<file path="config.mk">
export PLATFORM = sky130hd
export DESIGN_NAME = bakraid_snd_mailbox_flat
export DESIGN_NICKNAME = d
export VERILOG_FILES = /design/src/rtl/bakraid_snd_mailbox_if.sv /design/src/rtl/bakraid_snd_mailbox.sv /design/src/flat_wrapper.sv
export SDC_FILE = /design/constraint.sdc
export NUM_CORES = 1
export LEC_CHECK = 0
export ABC_CLOCK_PERIOD_IN_PS = 2600
export CORE_MARGIN = 2
export CORE_UTILIZATION = 44
export CTS_CLUSTER_SIZE = 28
export DETAILED_ROUTE_END_ITERATION = 7
export PLACE_DENSITY = 0.75
export SYNTH_ARGS = -nofsm -noshare
export SYNTH_HDL_FRONTEND = slang
export SYNTH_SLANG_ARGS = --single-unit
</file>
<file path="constraint.sdc">
create_clock -name CLK -period 2.6 [get_ports CLK]
set_clock_uncertainty 0.2 [all_clocks]
set_input_delay 0.52 -clock CLK [delete_from_list [all_inputs] [get_ports CLK]]
set_output_delay 0.52 -clock CLK [all_outputs]
set_load 0.005 [all_outputs]
</file>
<file path="src/rtl/bakraid_snd_mailbox_if.sv">
// 68000 sound-window bus seen by the Z80 command mailbox.
// The 68k side drives the strobe, address and write data; the mailbox answers.
interface bakraid_snd_mailbox_if;
    logic       M68K_CS;
    logic       M68K_RNW;
    logic [2:0] M68K_ADDR;
    logic [7:0] M68K_DIN;
    logic [7:0] M68K_DOUT;
    logic       M68K_DTACK_N;

    modport master (
        output M68K_CS, M68K_RNW, M68K_ADDR, M68K_DIN,
        input  M68K_DOUT, M68K_DTACK_N
    );

    modport slave (
        input  M68K_CS, M68K_RNW, M68K_ADDR, M68K_DIN,
        output M68K_DOUT, M68K_DTACK_N
    );
endinterface

</file>
<file path="src/rtl/bakraid_snd_mailbox.sv">
// 68k-side end of the main CPU <-> Z80 sound mailbox: latches, strobe,
// NMI, reply readback and the DTACK hold that waits for the sound-side ack.
module bakraid_snd_mailbox #(
    parameter int ACK_TIMEOUT = 65535,
    parameter int NMI_W       = 4
) (
    input  logic       CLK,
    input  logic       RESET_N,
    bakraid_snd_mailbox_if.slave bus,
    output logic [7:0] SOUNDLATCH,
    output logic [7:0] SOUNDLATCH2,
    output logic       SND_CS,
    output logic       SND_NMI,
    input  logic [7:0] SOUNDLATCH3,
    input  logic [7:0] SOUNDLATCH4,
    input  logic [1:0] SOUNDLATCH_ACK,
    output logic [1:0] ACK_RETURN,
    input  logic       SND_WAIT,
    input  logic       SNDIRQ,
    output logic       SND_INT,
    output logic       TIMEOUT_ERR
);
    localparam int TW = $clog2(ACK_TIMEOUT + 1);
    localparam int NW = $clog2(NMI_W + 1);

    typedef enum logic [1:0] {IDLE, DECODE, WAIT_ACK, ACK} state_t;

    state_t        state_q;
    logic          cs_q;
    logic [TW-1:0] wcnt_q;
    logic [NW-1:0] ncnt_q;
    logic [7:0]    dout_q;
    logic [7:0]    sl_q;
    logic [7:0]    sl2_q;
    logic          dtack_n_q;
    logic          snd_cs_q;
    logic          nmi_q;
    logic          int_q;
    logic          to_q;
    logic [1:0]    ackret_q;
    logic [1:0]    ackret_d;

    logic       dec;
    logic       rd;
    logic       wr;
    logic       hs_go;
    logic       nmi_go;
    logic       clr_go;
    logic       ack_ok;
    logic       tmo;
    logic [7:0] rdata;

    always_comb begin
        dec    = (state_q == DECODE);
        rd     = dec && bus.M68K_RNW;
        wr     = dec && !bus.M68K_RNW;
        hs_go  = wr && (bus.M68K_ADDR == 3'd2);
        nmi_go = wr && (bus.M68K_ADDR == 3'd2 || bus.M68K_ADDR == 3'd4);
        clr_go = wr && (bus.M68K_ADDR == 3'd5);
        // first two WAIT_ACK cycles (count 1,2) give the sound side time to resync
        ack_ok = (state_q == WAIT_ACK) && (wcnt_q > TW'(2))
               && (|SOUNDLATCH_ACK);
        tmo    = (state_q == WAIT_ACK) && !ack_ok
               && (wcnt_q == TW'(ACK_TIMEOUT));

        ackret_d = SOUNDLATCH_ACK;
        unique case (1'b1)
            hs_go:                              ackret_d = 2'b00;
            rd && (bus.M68K_ADDR == 3'd0):      ackret_d[0] = 1'b0;
            rd && (bus.M68K_ADDR == 3'd1):      ackret_d[1] = 1'b0;
            default: ;
        endcase

        rdata = 8'hFF;
        unique case (bus.M68K_ADDR)
            3'd0:    rdata = SOUNDLATCH3;
            3'd1:    rdata = SOUNDLATCH4;
            3'd4:    rdata = {3'b000, to_q, int_q, SND_WAIT, ackret_q};
            default: rdata = 8'hFF;
        endcase
    end

    always_ff @(posedge CLK) begin
        if (!RESET_N) begin
            state_q   <= IDLE;
            cs_q      <= 1'b0;
            wcnt_q    <= '0;
            ncnt_q    <= '0;
            dout_q    <= 8'hFF;
            sl_q      <= 8'h00;
            sl2_q     <= 8'h00;
            dtack_n_q <= 1'b1;
            snd_cs_q  <= 1'b0;
            nmi_q     <= 1'b0;
            int_q     <= 1'b0;
            to_q      <= 1'b0;
            ackret_q  <= 2'b00;
        end else begin
            cs_q     <= bus.M68K_CS;
            ackret_q <= ackret_d;

            if (nmi_q) begin
                if (ncnt_q == NW'(1)) nmi_q <= 1'b0;
                else                  ncnt_q <= ncnt_q - NW'(1);
            end
            // retrigger reloads the width without dropping the line
            if (nmi_go) begin
                nmi_q  <= 1'b1;
                ncnt_q <= NW'(NMI_W);
            end

            if (SNDIRQ)      int_q <= 1'b1;
            else if (clr_go) int_q <= 1'b0;
            if (clr_go) to_q <= 1'b0;
            if (tmo)    to_q <= 1'b1;

            unique case (state_q)
                IDLE: begin
                    if (bus.M68K_CS && !cs_q) state_q <= DECODE;
                end
                DECODE: begin
                    if (bus.M68K_RNW) dout_q <= rdata;
                    if (wr && bus.M68K_ADDR == 3'd3) sl2_q <= bus.M68K_DIN;
                    if (hs_go) begin
                        sl_q     <= bus.M68K_DIN;
                        snd_cs_q <= 1'b1;
                        wcnt_q   <= TW'(1);
                        state_q  <= WAIT_ACK;
                    end else if (bus.M68K_CS) begin
                        dtack_n_q <= 1'b0;
                        state_q   <= ACK;
                    end else begin
                        state_q <= IDLE;
                    end
                end
                WAIT_ACK: begin
                    if (ack_ok || tmo) begin
                        snd_cs_q <= 1'b0;
                        if (bus.M68K_CS) begin
                            dtack_n_q <= 1'b0;
                            state_q   <= ACK;
                        end else begin
                            state_q <= IDLE;
                        end
                    end else begin
                        wcnt_q <= wcnt_q + TW'(1);
                    end
                end
                ACK: begin
                    if (!bus.M68K_CS) begin
                        dtack_n_q <= 1'b1;
                        state_q   <= IDLE;
                    end
                end
                default: state_q <= IDLE;
            endcase
        end
    end

    assign bus.M68K_DOUT    = dout_q;
    assign bus.M68K_DTACK_N = dtack_n_q;
    assign SOUNDLATCH       = sl_q;
    assign SOUNDLATCH2      = sl2_q;
    assign SND_CS           = snd_cs_q;
    assign SND_NMI          = nmi_q;
    assign ACK_RETURN       = ackret_q;
    assign SND_INT          = int_q;
    assign TIMEOUT_ERR      = to_q;
endmodule

</file>
<file path="src/flat_wrapper.sv">
// flat-port wrapper written by rule: the top's interface ports become plain ports
module bakraid_snd_mailbox_flat 
#(
    parameter int ACK_TIMEOUT = 65535,
    parameter int NMI_W       = 4
)
  (CLK, RESET_N, SOUNDLATCH, SOUNDLATCH2, SND_CS, SND_NMI, SOUNDLATCH3, SOUNDLATCH4, SOUNDLATCH_ACK, ACK_RETURN, SND_WAIT, SNDIRQ, SND_INT, TIMEOUT_ERR, bus_M68K_CS, bus_M68K_RNW, bus_M68K_ADDR, bus_M68K_DIN, bus_M68K_DOUT, bus_M68K_DTACK_N);
  bakraid_snd_mailbox_if bus_i ();
  input  logic CLK;
  input  logic RESET_N;
  output logic [7:0] SOUNDLATCH;
  output logic [7:0] SOUNDLATCH2;
  output logic SND_CS;
  output logic SND_NMI;
  input  logic [7:0] SOUNDLATCH3;
  input  logic [7:0] SOUNDLATCH4;
  input  logic [1:0] SOUNDLATCH_ACK;
  output logic [1:0] ACK_RETURN;
  input  logic SND_WAIT;
  input  logic SNDIRQ;
  output logic SND_INT;
  output logic TIMEOUT_ERR;
  input wire logic [$bits(bus_i.M68K_CS)-1:0] bus_M68K_CS;
  input wire logic [$bits(bus_i.M68K_RNW)-1:0] bus_M68K_RNW;
  input wire logic [$bits(bus_i.M68K_ADDR)-1:0] bus_M68K_ADDR;
  input wire logic [$bits(bus_i.M68K_DIN)-1:0] bus_M68K_DIN;
  output wire logic [$bits(bus_i.M68K_DOUT)-1:0] bus_M68K_DOUT;
  output wire logic [$bits(bus_i.M68K_DTACK_N)-1:0] bus_M68K_DTACK_N;
  assign bus_i.M68K_CS = bus_M68K_CS;
  assign bus_i.M68K_RNW = bus_M68K_RNW;
  assign bus_i.M68K_ADDR = bus_M68K_ADDR;
  assign bus_i.M68K_DIN = bus_M68K_DIN;
  assign bus_M68K_DOUT = bus_i.M68K_DOUT;
  assign bus_M68K_DTACK_N = bus_i.M68K_DTACK_N;
  bakraid_snd_mailbox #(.ACK_TIMEOUT(ACK_TIMEOUT), .NMI_W(NMI_W)) u_core (.CLK(CLK), .RESET_N(RESET_N), .bus(bus_i), .SOUNDLATCH(SOUNDLATCH), .SOUNDLATCH2(SOUNDLATCH2), .SND_CS(SND_CS), .SND_NMI(SND_NMI), .SOUNDLATCH3(SOUNDLATCH3), .SOUNDLATCH4(SOUNDLATCH4), .SOUNDLATCH_ACK(SOUNDLATCH_ACK), .ACK_RETURN(ACK_RETURN), .SND_WAIT(SND_WAIT), .SNDIRQ(SNDIRQ), .SND_INT(SND_INT), .TIMEOUT_ERR(TIMEOUT_ERR));
endmodule
</file>
=== Word-level counts from Yosys, hierarchy flattened ===
Index checks and enable logic that the tools add are counted.

* Register bits after elaboration: 53
* Input port bits: 35
* Word-level logic and storage cells: 102
* Output and inout bits: 31

* Eq/ne operators: 17
* Reductions and logical operators: 38
* Muxes and demuxes: 27
* Add/sub/neg operators: 2
* Bitwise gates (word level): 2
* $lt $le $gt $ge: 1

{| class="wikitable"
|+ Operator list
! kind !! number
|-
| 16-bit 2-to-1 mux || 2
|-
| 16-bit one-hot mux with 2 select lines || 1
|-
| 8-bit one-hot mux with 3 select lines || 1
|-
| 16-bit by 1-bit adder with 16-bit output (second input constant) || 1
|-
| 16-bit == test (second input constant) || 1
|-
| 16-bit by 2-bit > comparator with 1-bit output (second input constant) || 1
|-
| 1-bit logical AND || 13
|-
| 1-bit 2-to-1 mux || 12
|-
| 2-bit 2-to-1 mux || 5
|-
| 2-bit != test (second input constant) || 5
|-
| 2-bit AND reduction || 5
|-
| 3-bit 2-to-1 mux || 3
|-
| 3-bit AND reduction || 3
|-
| 2-bit one-hot mux with 4 select lines || 1
|-
| 2-bit nonzero test || 4
|-
| 3-bit by 1-bit == test with 1-bit output (second input constant) || 2
|-
| 3-bit by 2-bit == test with 1-bit output (second input constant) || 2
|-
| 3-bit == test (second input constant) || 2
|-
| 3-bit OR reduction || 2
|-
| 2-bit == test (second input constant) || 2
|-
| 2-bit by 1-bit != test with 1-bit output (second input constant) || 2
|-
| 4-bit AND reduction || 1
|-
| 2-bit OR reduction || 2
|-
| 1-bit zero test || 3
|-
| other kinds (9) || 11
|}

=== Longest topological paths before layout ===
* Depth after elaboration: 9
* Mapped depth: 10
* Depth with buffers taken out: 8

=== Least setup slack after synthesis ===
No wires, ideal clock.

* Path kind: flip-flop to flip-flop
* From: register u_core.wcnt_q[3]
* To: register u_core.wcnt_q[11]
* Data arrival time: 2,347 ps
* Data required time: 2,330 ps
* Cell stages (with the launch flop): 8
* Library setup time: 70 ps
* Clock period less this slack: 2,617 ps
* Slack: -17 ps
* Buffers on the path: 1
* Cell sequence: dfxtp_1 > or4_1 > a2111oi_2 > a31oi_1 > o21a_1 > buf_6 > or4_1 > a21oi_1

* Word-level cells in the longest chain between the ends: 9
* Elaborated cells between the ends (all ways): 13
* Those cells by class: 1 x add/sub; 1 x order compare; 2 x eq/ne; 2 x mux; 7 x reduce/logical

{| class="wikitable"
|+ Ends and longest elaborated chain
! element !! line !! RTL
|-
| start: declaration || bakraid_snd_mailbox.sv:30 || <nowiki>logic [TW-1:0] wcnt_q;</nowiki>
|-
| start signal: assignment || bakraid_snd_mailbox.sv:146 || <nowiki>wcnt_q <= wcnt_q + TW'(1);</nowiki>
|-
| 16-bit by 2-bit > comparator with 1-bit output || bakraid_snd_mailbox.sv:61 || <nowiki>ack_ok = (state_q == WAIT_ACK) && (wcnt_q > TW'(2))</nowiki>
|-
| 1-bit logical AND || bakraid_snd_mailbox.sv:61 ||
|-
| 1-bit logical AND || bakraid_snd_mailbox.sv:62 || <nowiki>&& (|SOUNDLATCH_ACK);</nowiki>
|-
| 1-bit zero test || bakraid_snd_mailbox.sv:63 || <nowiki>tmo = (state_q == WAIT_ACK) && !ack_ok</nowiki>
|-
| 1-bit logical AND || bakraid_snd_mailbox.sv:63 ||
|-
| 1-bit logical AND || bakraid_snd_mailbox.sv:64 || <nowiki>&& (wcnt_q == TW'(ACK_TIMEOUT));</nowiki>
|-
| 1-bit logical OR || bakraid_snd_mailbox.sv:137 || <nowiki>if (ack_ok || tmo) begin</nowiki>
|-
| 2-bit != test (no line) || -- ||
|-
| 3-bit AND reduction (no line) || -- ||
|}

Several ways; a longest one is shown, not always the timed one. The select of a mux whose other input is x is not followed.
A chain may end at the register's enable or synchronous reset.

=== Final worst setup path ===
* From: register u_core.wcnt_q[2]
* To: register u_core.wcnt_q[12]

The elaborated chain is that of the path after synthesis.

==> results.sh <==
export IMPL_die_w_um=80.1
export IMPL_yosysWarningCount=0
export IMPL_area_of_the_placeable_core_um2=5540
export IMPL_finalCriticalPeriod_ns=2.64
export IMPL_design_final_nets=440
export IMPL_detail_route_wl_per_cell_um=15.4
export IMPL_post_place_cells=458
export IMPL_post_synthesis_cell_count=307
export IMPL_drt_iter0_markers=96
export IMPL_io_buffer_count=65
export IMPL_rows=27
export IMPL_power_static_leakage_nw=1.38
export IMPL_boundaryPins=66
export IMPL_ys_seq_area_share_pct=41.7
export IMPL_post_route_setup_slack_ns=-0.0399
export IMPL_vdd_ir_drop_worst_uv=285
export IMPL_grt_pass1_wl_um=11700
export IMPL_antenna_fix_cells=0
export IMPL_ant_nets=0
export IMPL_latest_clock_arrival_within_the_worst_skew_pair_ns=0.31
export IMPL_placer_s_final_routability_congestion_estimate=0.865
export IMPL_fin_cells=470
export IMPL_tritoncts_clock_tree="yes"
export IMPL_yosys_most_used_dff="dfxtp_1"
export IMPL_syn_cell_area_um2=2540
export IMPL_cts_htree_levels=2
export IMPL_synthDistinctLibCells=39
export IMPL_floorplan_initialDensity_pct=45.9
export IMPL_final_period_utilization_pct=102
export IMPL_clk_path_buf_depth=2
export IMPL_hold_path_class="flip-flop to flip-flop"
export IMPL_netlist_top_cells_area="dfxtp_1 (42%), nand2_1 (6.5%), mux2i_1 (5.5%)"
export IMPL_synth_async_reset_ratio_pct=0
export IMPL_critical_path_most_common_cell="or4_4"
export IMPL_first_global_vias=2602
export IMPL_timing_fmax_mhz=379
export IMPL_grt_setup_unrepaired="true"
export IMPL_post_route_cell_area_um2=3780
export IMPL_final_hold_violation_count=0
export IMPL_crit_type="flip-flop to flip-flop"
export IMPL_crit_path_cell_trace="or4_4, a2111oi_4, a31oi_2, o21a_4, buf_12, or4_4, a21oi_2"
export IMPL_vias=2602
export IMPL_dpl_instance_area_um2=3450
export IMPL_clkSinkCount=53
export IMPL_synth_fp_nets=350
export IMPL_detail_route_wirelength_um=7250
export IMPL_synth_most_common_cell="dfxtp_1"
export IMPL_violated_checks="negative setup slack"
export IMPL_cts_root_buf="clkbuf_8"
export IMPL_result_of_the_run="finished with violations"
export IMPL_critPathCaptureType="flip-flop"
export IMPL_setup_failing_eps_final=2
export IMPL_required_arrival_time_at_the_worst_endpoint_ns=2.65
export IMPL_worstPathMaxFanout=8
export IMPL_avgSynthCellArea_um2=8.29
export IMPL_area_growth_synth_to_final_pct=48.6
export IMPL_die_h_um=80.1
export IMPL_grt_total_usage_pct=22.9
export IMPL_powerDensity_nw_per_um2=473
export IMPL_cts_hold_repair_buffers=0
export IMPL_report_power_total_mw=1.79
export IMPL_yosys_register_bits=53
export IMPL_global_route_overflow_total=0
export IMPL_drt_first_pass_iters=4
export IMPL_crit_buf_inv=1
export IMPL_synth_edf_count=0
export IMPL_post_place_ws_ns=-0.0902
export IMPL_worst_slew_margin_rel_pct=59.2
export IMPL_floorplan_die_area_um2=6410
export IMPL_timing_worst_slew_pin_value_ns=0.613
export IMPL_maximum_number_of_pins_on_one_net_before_global_route_repair=24
export IMPL_detail_route_drc_violations=0
export IMPL_maxSlewViolCount=0
export IMPL_max_stage_delay_ns=0.55
export IMPL_max_cap_violations=0
export IMPL_cts_buffers=5
export IMPL_synth_top_area_cell="dfxtp_1"
export IMPL_cp_data_arrival_time_ns=2.69
export IMPL_viasPerCell=5.54
export IMPL_crit_family="simple AND/OR/NAND/NOR gates"
export IMPL_dp_hpwl_um=4910
export IMPL_timing_critical_path_slowest_stage_cell="or4_4"
export IMPL_antenna_found_initial=0
export IMPL_worst_setup_hold_path_clk_slew_ns=0.09
export IMPL_start_kind="flip-flop"
export IMPL_post_synth_top_area_fraction_pct=41.7
export IMPL_drive_above_1_share_pct=16.3
export IMPL_synth_top_cells_by_count="dfxtp_1 (53), nand2_1 (44), a21oi_1 (26)"
[cells by family (layout without fill, tap and decap cells)]
logic type / after synthesis / count (layout) / synth area share (%)
buf+inv: 25 / 116 / 3.98
xor+xnor: 2 / 2 / 0.688
flops: 53 / 53 / 41.7
simple gates: 127 / 127 / 25.3
mux: 14 / 14 / 5.51
compound gates: 78 / 78 / 18.9
fa+ha+maj: 8 / 8 / 3.93
[report_power, final]
group / switching [mW] / total [mW] / internal (mW)
logic: 0.131 / 0.281 / 0.149
clock network: 0.271 / 0.654 / 0.382
registers: 0.0181 / 0.856 / 0.838
[final timing paths]
path                                           start              endpoint  slack (ns)  cells after the start
worst max-delay path                u_core.wcnt_q[2]     u_core.wcnt_q[12]       -0.04                      7
worst min-delay path            u_core.SOUNDLATCH[3]  u_core.SOUNDLATCH[3]        0.26                      2
worst max register to register      u_core.wcnt_q[2]     u_core.wcnt_q[12]       -0.04                      7
worst min register to register  u_core.SOUNDLATCH[3]  u_core.SOUNDLATCH[3]        0.26                      2
[cells in the final DEF, fill, tap and decap left out, types with 3 or more instances in the layout]
master	n
a21oi_1	21
a21oi_2	5
and2_1	3
and3_1	3
buf_4	30
clkbuf_8	5
clkdlybuf4s50_1	65
dfxtp_1	51
ha_1	8
inv_1	10
mux2i_1	14
nand2_1	44
nand2b_1	5
nand3_1	10
nand4_1	9
nor2_1	20
nor2b_1	4
nor4_1	3
o211ai_1	5
o21ai_0	17
o22a_1	3
o22ai_1	8
o31ai_1	3
o31ai_2	3
or3_1	7
or4_1	6
or4_4	6
[sequential cells by signal (all words and copies together), names as in the netlist, 2 cells and up]
register,count
u_core.wcnt_q,16
u_core.SOUNDLATCH2,8
u_core.SOUNDLATCH,8
u_core.bus.M68K_DOUT,8
u_core.ncnt_q,3
u_core.ACK_RETURN,2
u_core.state_q,2
[timing repair]
item,CTS,global route
pin swaps,7,25
setup endpoints to repair,11,12
gates cloned,2,0
buffers inserted,2,0
resized for setup,5,22
[through the flow]
stage                     util (%)  TNS, ns  hold WS [ns]
after floorplan                  -        0         0.253
after global placement        62.3   -0.356         0.243
after detailed placement      62.3   -0.771         0.248
after CTS                     66.4        0         0.260
after global routing          68.2   -0.727         0.287
final                         68.2  -0.0632         0.257
[area by class of cell]
cell class	count	area (um2)
Timing Repair Buffer	98	956
Sequential cell	53	1060
Inverter	10	37.5
Tap cell	72	90.1
Fill cell	458	1760
Clock inverter	3	65.1
Multi-Input combinational cell	229	1500
Clock buffer	5	68.8
[layer usage]
metal / wire length [um] / global-route usage (%) / vias to the layer above
met4: 89 / 7.29 / 0
met5: 0 / 0 / -
met1: 3160 / 27.4 / 1234
met3: 358 / 4.38 / 11
li1: - / - / 1300
met2: 3640 / 41.1 / 57
[worst register-to-register path, stage by stage, from the launching register on]
cell and delay (ns):
dfxtp_2 0.33, or4_4 0.55, a2111oi_4 0.31, a31oi_2 0.18, o21a_4 0.27, buf_12 0.14, or4_4 0.48, a21oi_2 0.12
Power figures use the tool's default switching activity.
